==> src/rtl/cpu_ctrl_pkg.sv <==
// cpu_ctrl_pkg: shared types and constants for the multicycle CPU controller.
//   - state_e   : FSM state encodings (4 bits)
//   - OPC_*/OP_*: decoded opcode/op field values
//   - NSEL_*/VSEL_*: register-file port select and write-back source codes
//   - ctrl_t    : bundle of all controller output strobes
//   - dec_target: DECODE successor for the base ISA (ST_WAIT = undecodable)
package cpu_ctrl_pkg;

    typedef enum logic [3:0] {
        ST_WAIT      = 4'd0,
        ST_DECODE    = 4'd1,
        ST_WRITE_IMM = 4'd2,
        ST_GET_A     = 4'd3,
        ST_GET_B     = 4'd4,
        ST_ALU       = 4'd5,
        ST_WRITE_REG = 4'd6,
        ST_HALT      = 4'd7
    } state_e;

    localparam logic [2:0] OPC_MOV  = 3'b110;
    localparam logic [2:0] OPC_ALU  = 3'b101;
    localparam logic [2:0] OPC_HALT = 3'b111;

    localparam logic [1:0] OP_ADD     = 2'b00;
    localparam logic [1:0] OP_CMP     = 2'b01;
    localparam logic [1:0] OP_AND     = 2'b10;
    localparam logic [1:0] OP_MVN     = 2'b11;
    localparam logic [1:0] OP_MOV_IMM = 2'b10;
    localparam logic [1:0] OP_MOV_REG = 2'b00;

    localparam logic [2:0] NSEL_NONE = 3'b000;
    localparam logic [2:0] NSEL_RN   = 3'b001;
    localparam logic [2:0] NSEL_RD   = 3'b010;
    localparam logic [2:0] NSEL_RM   = 3'b100;

    localparam logic [1:0] VSEL_C   = 2'b00;
    localparam logic [1:0] VSEL_IMM = 2'b01;

    typedef struct packed {
        logic       w;
        logic [2:0] nsel;
        logic [1:0] vsel;
        logic       loada;
        logic       loadb;
        logic       loadc;
        logic       loads;
        logic       asel;
        logic       bsel;
        logic       write;
        logic       illegal;
        logic       halted;
    } ctrl_t;

    // Where DECODE goes for the base ISA. ST_WAIT means "undecodable";
    // the optional halt opcode is layered on top by the callers.
    function automatic state_e dec_target(input logic [2:0] opc, input logic [1:0] op);
        state_e t;
        t = ST_WAIT;
        case (opc)
            OPC_MOV: begin
                if (op == OP_MOV_IMM)      t = ST_WRITE_IMM;
                else if (op == OP_MOV_REG) t = ST_GET_B;
            end
            OPC_ALU: t = (op == OP_MVN) ? ST_GET_B : ST_GET_A;
            default: t = ST_WAIT;
        endcase
        return t;
    endfunction

endpackage

==> src/rtl/cpu_ctrl_outdec.sv <==
// cpu_ctrl_outdec: combinational Moore output decoder for cpu_controller.
// Optional: CPU_CTRL_HALT_EN adds the HALT state (halted=1) and stops
// opcode 111 from being flagged illegal.
// Ports:
//   state  in  current FSM state
//   opc    in  latched opcode
//   op     in  latched op
//   ctrl   out all datapath strobes plus w/illegal/halted
module cpu_ctrl_outdec
    import cpu_ctrl_pkg::*;
#(
    parameter int STATE_BITS = 4
) (
    input  logic [STATE_BITS-1:0] state,
    input  logic [2:0]            opc,
    input  logic [1:0]            op,
    output ctrl_t                 ctrl
);

    logic is_cmp;
    logic zero_a;
    logic undecodable;

    assign is_cmp = (opc == OPC_ALU) && (op == OP_CMP);
    // MOV reg and MVN pass B through the ALU, so A is forced to zero.
    assign zero_a = (opc == OPC_MOV) || ((opc == OPC_ALU) && (op == OP_MVN));

`ifdef CPU_CTRL_HALT_EN
    assign undecodable = (dec_target(opc, op) == ST_WAIT) && (opc != OPC_HALT);
`else
    assign undecodable = (dec_target(opc, op) == ST_WAIT);
`endif

    always_comb begin
        ctrl      = '0;
        ctrl.nsel = NSEL_NONE;
        ctrl.vsel = VSEL_C;
        case (state)
            STATE_BITS'(ST_WAIT):   ctrl.w = 1'b1;
            STATE_BITS'(ST_DECODE): ctrl.illegal = undecodable;
            STATE_BITS'(ST_WRITE_IMM): begin
                ctrl.nsel  = NSEL_RN;
                ctrl.vsel  = VSEL_IMM;
                ctrl.write = 1'b1;
            end
            STATE_BITS'(ST_GET_A): begin
                ctrl.nsel  = NSEL_RN;
                ctrl.loada = 1'b1;
            end
            STATE_BITS'(ST_GET_B): begin
                ctrl.nsel  = NSEL_RM;
                ctrl.loadb = 1'b1;
            end
            STATE_BITS'(ST_ALU): begin
                ctrl.asel  = zero_a;
                ctrl.loads = is_cmp;
                ctrl.loadc = !is_cmp;
            end
            STATE_BITS'(ST_WRITE_REG): begin
                ctrl.nsel  = NSEL_RD;
                ctrl.vsel  = VSEL_C;
                ctrl.write = 1'b1;
            end
`ifdef CPU_CTRL_HALT_EN
            STATE_BITS'(ST_HALT): ctrl.halted = 1'b1;
`endif
            default: ;
        endcase
    end

endmodule

==> src/rtl/cpu_controller.sv <==
// cpu_controller: multicycle control FSM between the instruction decoder
// and the register-file/ALU datapath. Sequences read, execute and
// write-back; all outputs are Moore, decoded from state + latched fields.
// Optional: define CPU_CTRL_HALT_EN to make opcode 111 enter a HALT state
// that only rst_n leaves; otherwise 111 is illegal and halted is 0.
// Ports:
//   clk, rst_n        clock, async active-low reset
//   s                 start, sampled only in WAIT
//   opcode, op        decoded instruction fields
//   w                 idle / ready for s
//   nsel, vsel        regfile port select, write-back source
//   loada/b/c, loads  datapath register loads
//   asel, bsel        ALU operand selects
//   write             regfile write enable
//   illegal, halted   undecodable-instruction pulse, halt status
module cpu_controller
    import cpu_ctrl_pkg::*;
#(
    parameter int STATE_BITS = 4
) (
    input  logic       clk,
    input  logic       rst_n,
    input  logic       s,
    input  logic [2:0] opcode,
    input  logic [1:0] op,
    output logic       w,
    output logic [2:0] nsel,
    output logic [1:0] vsel,
    output logic       loada,
    output logic       loadb,
    output logic       loadc,
    output logic       loads,
    output logic       asel,
    output logic       bsel,
    output logic       write,
    output logic       illegal,
    output logic       halted
);

    logic [STATE_BITS-1:0] state, state_nxt;
    logic [2:0]            opc_q;
    logic [1:0]            op_q;
    ctrl_t                 ctrl;

    always_comb begin
        state_nxt = STATE_BITS'(ST_WAIT);
        case (state)
            STATE_BITS'(ST_WAIT):
                state_nxt = s ? STATE_BITS'(ST_DECODE) : STATE_BITS'(ST_WAIT);
            STATE_BITS'(ST_DECODE): begin
                state_nxt = STATE_BITS'(dec_target(opc_q, op_q));
`ifdef CPU_CTRL_HALT_EN
                if (opc_q == OPC_HALT) state_nxt = STATE_BITS'(ST_HALT);
`endif
            end
            STATE_BITS'(ST_WRITE_IMM): state_nxt = STATE_BITS'(ST_WAIT);
            STATE_BITS'(ST_GET_A):     state_nxt = STATE_BITS'(ST_GET_B);
            STATE_BITS'(ST_GET_B):     state_nxt = STATE_BITS'(ST_ALU);
            STATE_BITS'(ST_ALU):
                state_nxt = ((opc_q == OPC_ALU) && (op_q == OP_CMP))
                          ? STATE_BITS'(ST_WAIT) : STATE_BITS'(ST_WRITE_REG);
            STATE_BITS'(ST_WRITE_REG): state_nxt = STATE_BITS'(ST_WAIT);
`ifdef CPU_CTRL_HALT_EN
            STATE_BITS'(ST_HALT):      state_nxt = STATE_BITS'(ST_HALT);
`endif
            default:                   state_nxt = STATE_BITS'(ST_WAIT);
        endcase
    end

    always_ff @(posedge clk or negedge rst_n) begin
        if (!rst_n) begin
            state <= STATE_BITS'(ST_WAIT);
            opc_q <= '0;
            op_q  <= '0;
        end else begin
            state <= state_nxt;
            // Fields are captured once per instruction; later input
            // changes cannot disturb a sequence in flight.
            if ((state == STATE_BITS'(ST_WAIT)) && s) begin
                opc_q <= opcode;
                op_q  <= op;
            end
        end
    end

    cpu_ctrl_outdec #(.STATE_BITS(STATE_BITS)) u_outdec (
        .state (state),
        .opc   (opc_q),
        .op    (op_q),
        .ctrl  (ctrl)
    );

    assign w       = ctrl.w;
    assign nsel    = ctrl.nsel;
    assign vsel    = ctrl.vsel;
    assign loada   = ctrl.loada;
    assign loadb   = ctrl.loadb;
    assign loadc   = ctrl.loadc;
    assign loads   = ctrl.loads;
    assign asel    = ctrl.asel;
    assign bsel    = ctrl.bsel;
    assign write   = ctrl.write;
    assign illegal = ctrl.illegal;
    assign halted  = ctrl.halted;

endmodule

==> config.mk <==
export PLATFORM = sky130hd
export DESIGN_NAME = cpu_controller
export DESIGN_NICKNAME = d
export VERILOG_FILES = /design/src/rtl/cpu_ctrl_pkg.sv /design/src/rtl/cpu_ctrl_outdec.sv /design/src/rtl/cpu_controller.sv
export SDC_FILE = /design/constraint.sdc
export NUM_CORES = 1
export LEC_CHECK = 0
export BUFFER_PORTS_ARGS = -buffer_cell sky130_fd_sc_hd__buf_2
export CAP_MARGIN = 20
export CORE_AREA = 2 2 40 42
export CTS_CLUSTER_SIZE = 10
export DETAILED_ROUTE_END_ITERATION = 10
export DIE_AREA = 0 0 42 44
export GPL_TIMING_DRIVEN = 0
export PLACE_DENSITY_LB_ADDON = 0.25
export RECOVER_POWER = 100
export SETUP_SLACK_MARGIN = 0.05
export SKIP_LAST_GASP = 1
export SLEW_MARGIN = 20
export SYNTH_ARGS = -nofsm -noshare
export SYNTH_HDL_FRONTEND = slang
export SYNTH_SLANG_ARGS = --single-unit
==> constraint.sdc <==
create_clock -name clk -period 3.3 [get_ports clk]
set_input_delay 0.33 -clock clk [delete_from_list [all_inputs] [get_ports clk]]
set_output_delay 0.33 -clock clk [all_outputs]
set_load 0.03 [all_outputs]
==> metrics <==
GRT Total Usage=0.142; max-slew violation count=0; Post-Syn Instances=61; Resize count post-CTS=0; hold bufs inserted after CTS=1; Layout area overhead=19.9%; share of layout cells above drive strength 1=0.209; GP Congestion=roughly 0.71; Setup Skew=between 0.002 and 0.0025 ns; area share of and/or/nand/nor cells after synthesis=0.321; Worst Path Required=just under 3 ns; period utilization=0.648; clock-pin transition on the worst setup and hold timing paths=~0.05 ns; antenna cell count=0; Root Driver=clkbuf_4; Worst Hold Depth=2; initial antenna violation count=0; Mapped Area=approximately 590 um^2; DR vias=a little over 500; Pwr Total=717 uW; Post-synth EDFFs=0; Remaining Overflow, GRT=0; port buffer count=19; Arrival @ worst endpoint=1.81 ns; Post-Synth Adder-Cell Area=0; largest area contributor in the netlist=dfrtp_1; post-DR wirelength/cell=11.2 um; fin crit period=between 2 and 2.5 ns; CP max FO=10; effective utilization at floorplan=0.417; Die ar.=between 0.0015 and 0.002 mm^2; Fin Setup TNS=0 ns; Post-Synth XOR/XNOR Area=0; synth unique cells=30; Syn Area/Cell=~9.7 um^2; DRT iter0 DRCs=12; worst hold path type=input port to register; ys flop type=dfrtp_1; first-pass GRT wire length=~1.9 mm; CTS Buffer Depth=2; critical path class=register to primary output; Row Count=14; DRT antenna net count=0; fill count=162; Synth top area share=0.338; asr flop ratio synth=1.00; max cap viols=0; RSZ-0062 raised after global routing=no; Core Box Area=0.00142 mm^2; Post-CTS Setup Bufs=0; largest net degree at the start of global routing=11; TritonCTS clock tree=built; synth warn=0; combinational family with the most area after synthesis=simple AND/OR/NAND/NOR gates; commonest non-fill, non-tap cell in the layout=clkbuf_1; status=finished clean; fmax=about 0.47 GHz; vias per inst=between 4 and 5; Compound-Gate Fraction of Synth Area=0.108; DRC viols=0; vias in the first global route=around 440; Worst Reg-to-Reg Cells=5; Final Net Count=96; Die Height=between 40 and 50 um; WL final=about 1.1 mm; DRT Pass-1 Iters=4; final-report hold violation count=0; DPL Wire Length=between 800 and 900 um; die outline width=roughly 42 um; Worst setup SP type=register; CTS Buf Count=3; CP endpoint kind=primary output; Area contributors post-synth=dfrtp_1 (34%), mux2_4 (13%), buf_4 (5.1%); I/O pin total=23; # H-tree levels=1; pwr dens=1010 mW/mm^2; commonest non-fill, non-tap cells in the layout=clkbuf_1 (17), dfrtp_1 (8), buf_2 (6); insertion delay to the later sink of the worst-skew pair=approximately 0.25 ns; Peak VDD IR=0.400 mV; CTS sink cnt=8; post-synthesis mux area share=0.127; # setup viols final=0; Seq/Total Area, Yosys=0.338; Static Leak=~0.32 nW; number of synthesized register bits=8
per-stage QoR:
stage               instance area (um^2)  instances  hold slack (ns)  setup slack (ns)   util
floorplan                            599         63           0.0344              1.19      -
global placement                     714         98            0.173              1.59  0.504
detailed placement                   714         98            0.179              1.55  0.504
CTS                                  747        102            0.301              1.27  0.526
global route                         709        102            0.301              1.01  0.500
finish                               709        102            0.303              1.16  0.500
final cells by class:
type / count / area [um^2] / area share
plain buffers: 8 / 45.0 / 0.0635
clock buffers: 3 / 22.5 / 0.0317
inverters: 1 / 3.75 / 0.00529
multi-input cells: 46 / 329 / 0.464
flip-flops and latches: 8 / 200 / 0.282
well taps: 16 / 20.0 / 0.0282
repair buffers: 20 / 88.8 / 0.125
cells in the mapped netlist (all sizes together) (2+ instances only):
cell type / instances
nor2b: 3
and2b: 2
o21ai: 4
nand2: 5
a211oi: 3
nor2: 2
mux2: 5
nor3: 3
dfrtp: 8
buf: 7
and2: 4
and3: 2
flip-flops by register name, summed over array words and instances (netlist names):
register  count
opc_q         3
state         3
op_q          2
kinds of logic after synthesis:
logic type,after synthesis
compound gates,9
buf+inv,9
flops,8
mux,5
other cells,1
simple gates,29
report_power, final:
part / internal (mW) / switching (mW)
logic: 0.173 / 0.262
registers: 0.148 / 0.0621
clock network: 0.0414 / 0.0305
critical path, cell delays in order, from the launching register on:
cell and delay, ns:
dfrtp_1 0.38, clkbuf_1 0.31, inv_1 0.15, nor3_1 0.28, buf_4 0.15, clkbuf_1 0.30
final timing paths:
path	start	end	slack [ns]
max in group asynchronous	rst_n	state[0]	2.47
min in group asynchronous	rst_n	op_q[1]	0.53
worst max register to register	state[0]	op_q[0]	1.57
worst min register to register	state[1]	state[0]	0.57
worst min-delay path	op[0]	op_q[0]	0.30
worst max-delay path	state[2]	nsel[2]	1.16
metal layers:
metal / track usage / up-vias / part of all wire
li1: - / 260 / -
met1: 0.170 / 228 / 0.47
met2: 0.225 / 19 / 0.46
met3: 0.0375 / 2 / 0.066
met4: 0.0968 / 0 / 0.010
met5: 0 / - / 0
(Power assumes the default switching activity.)
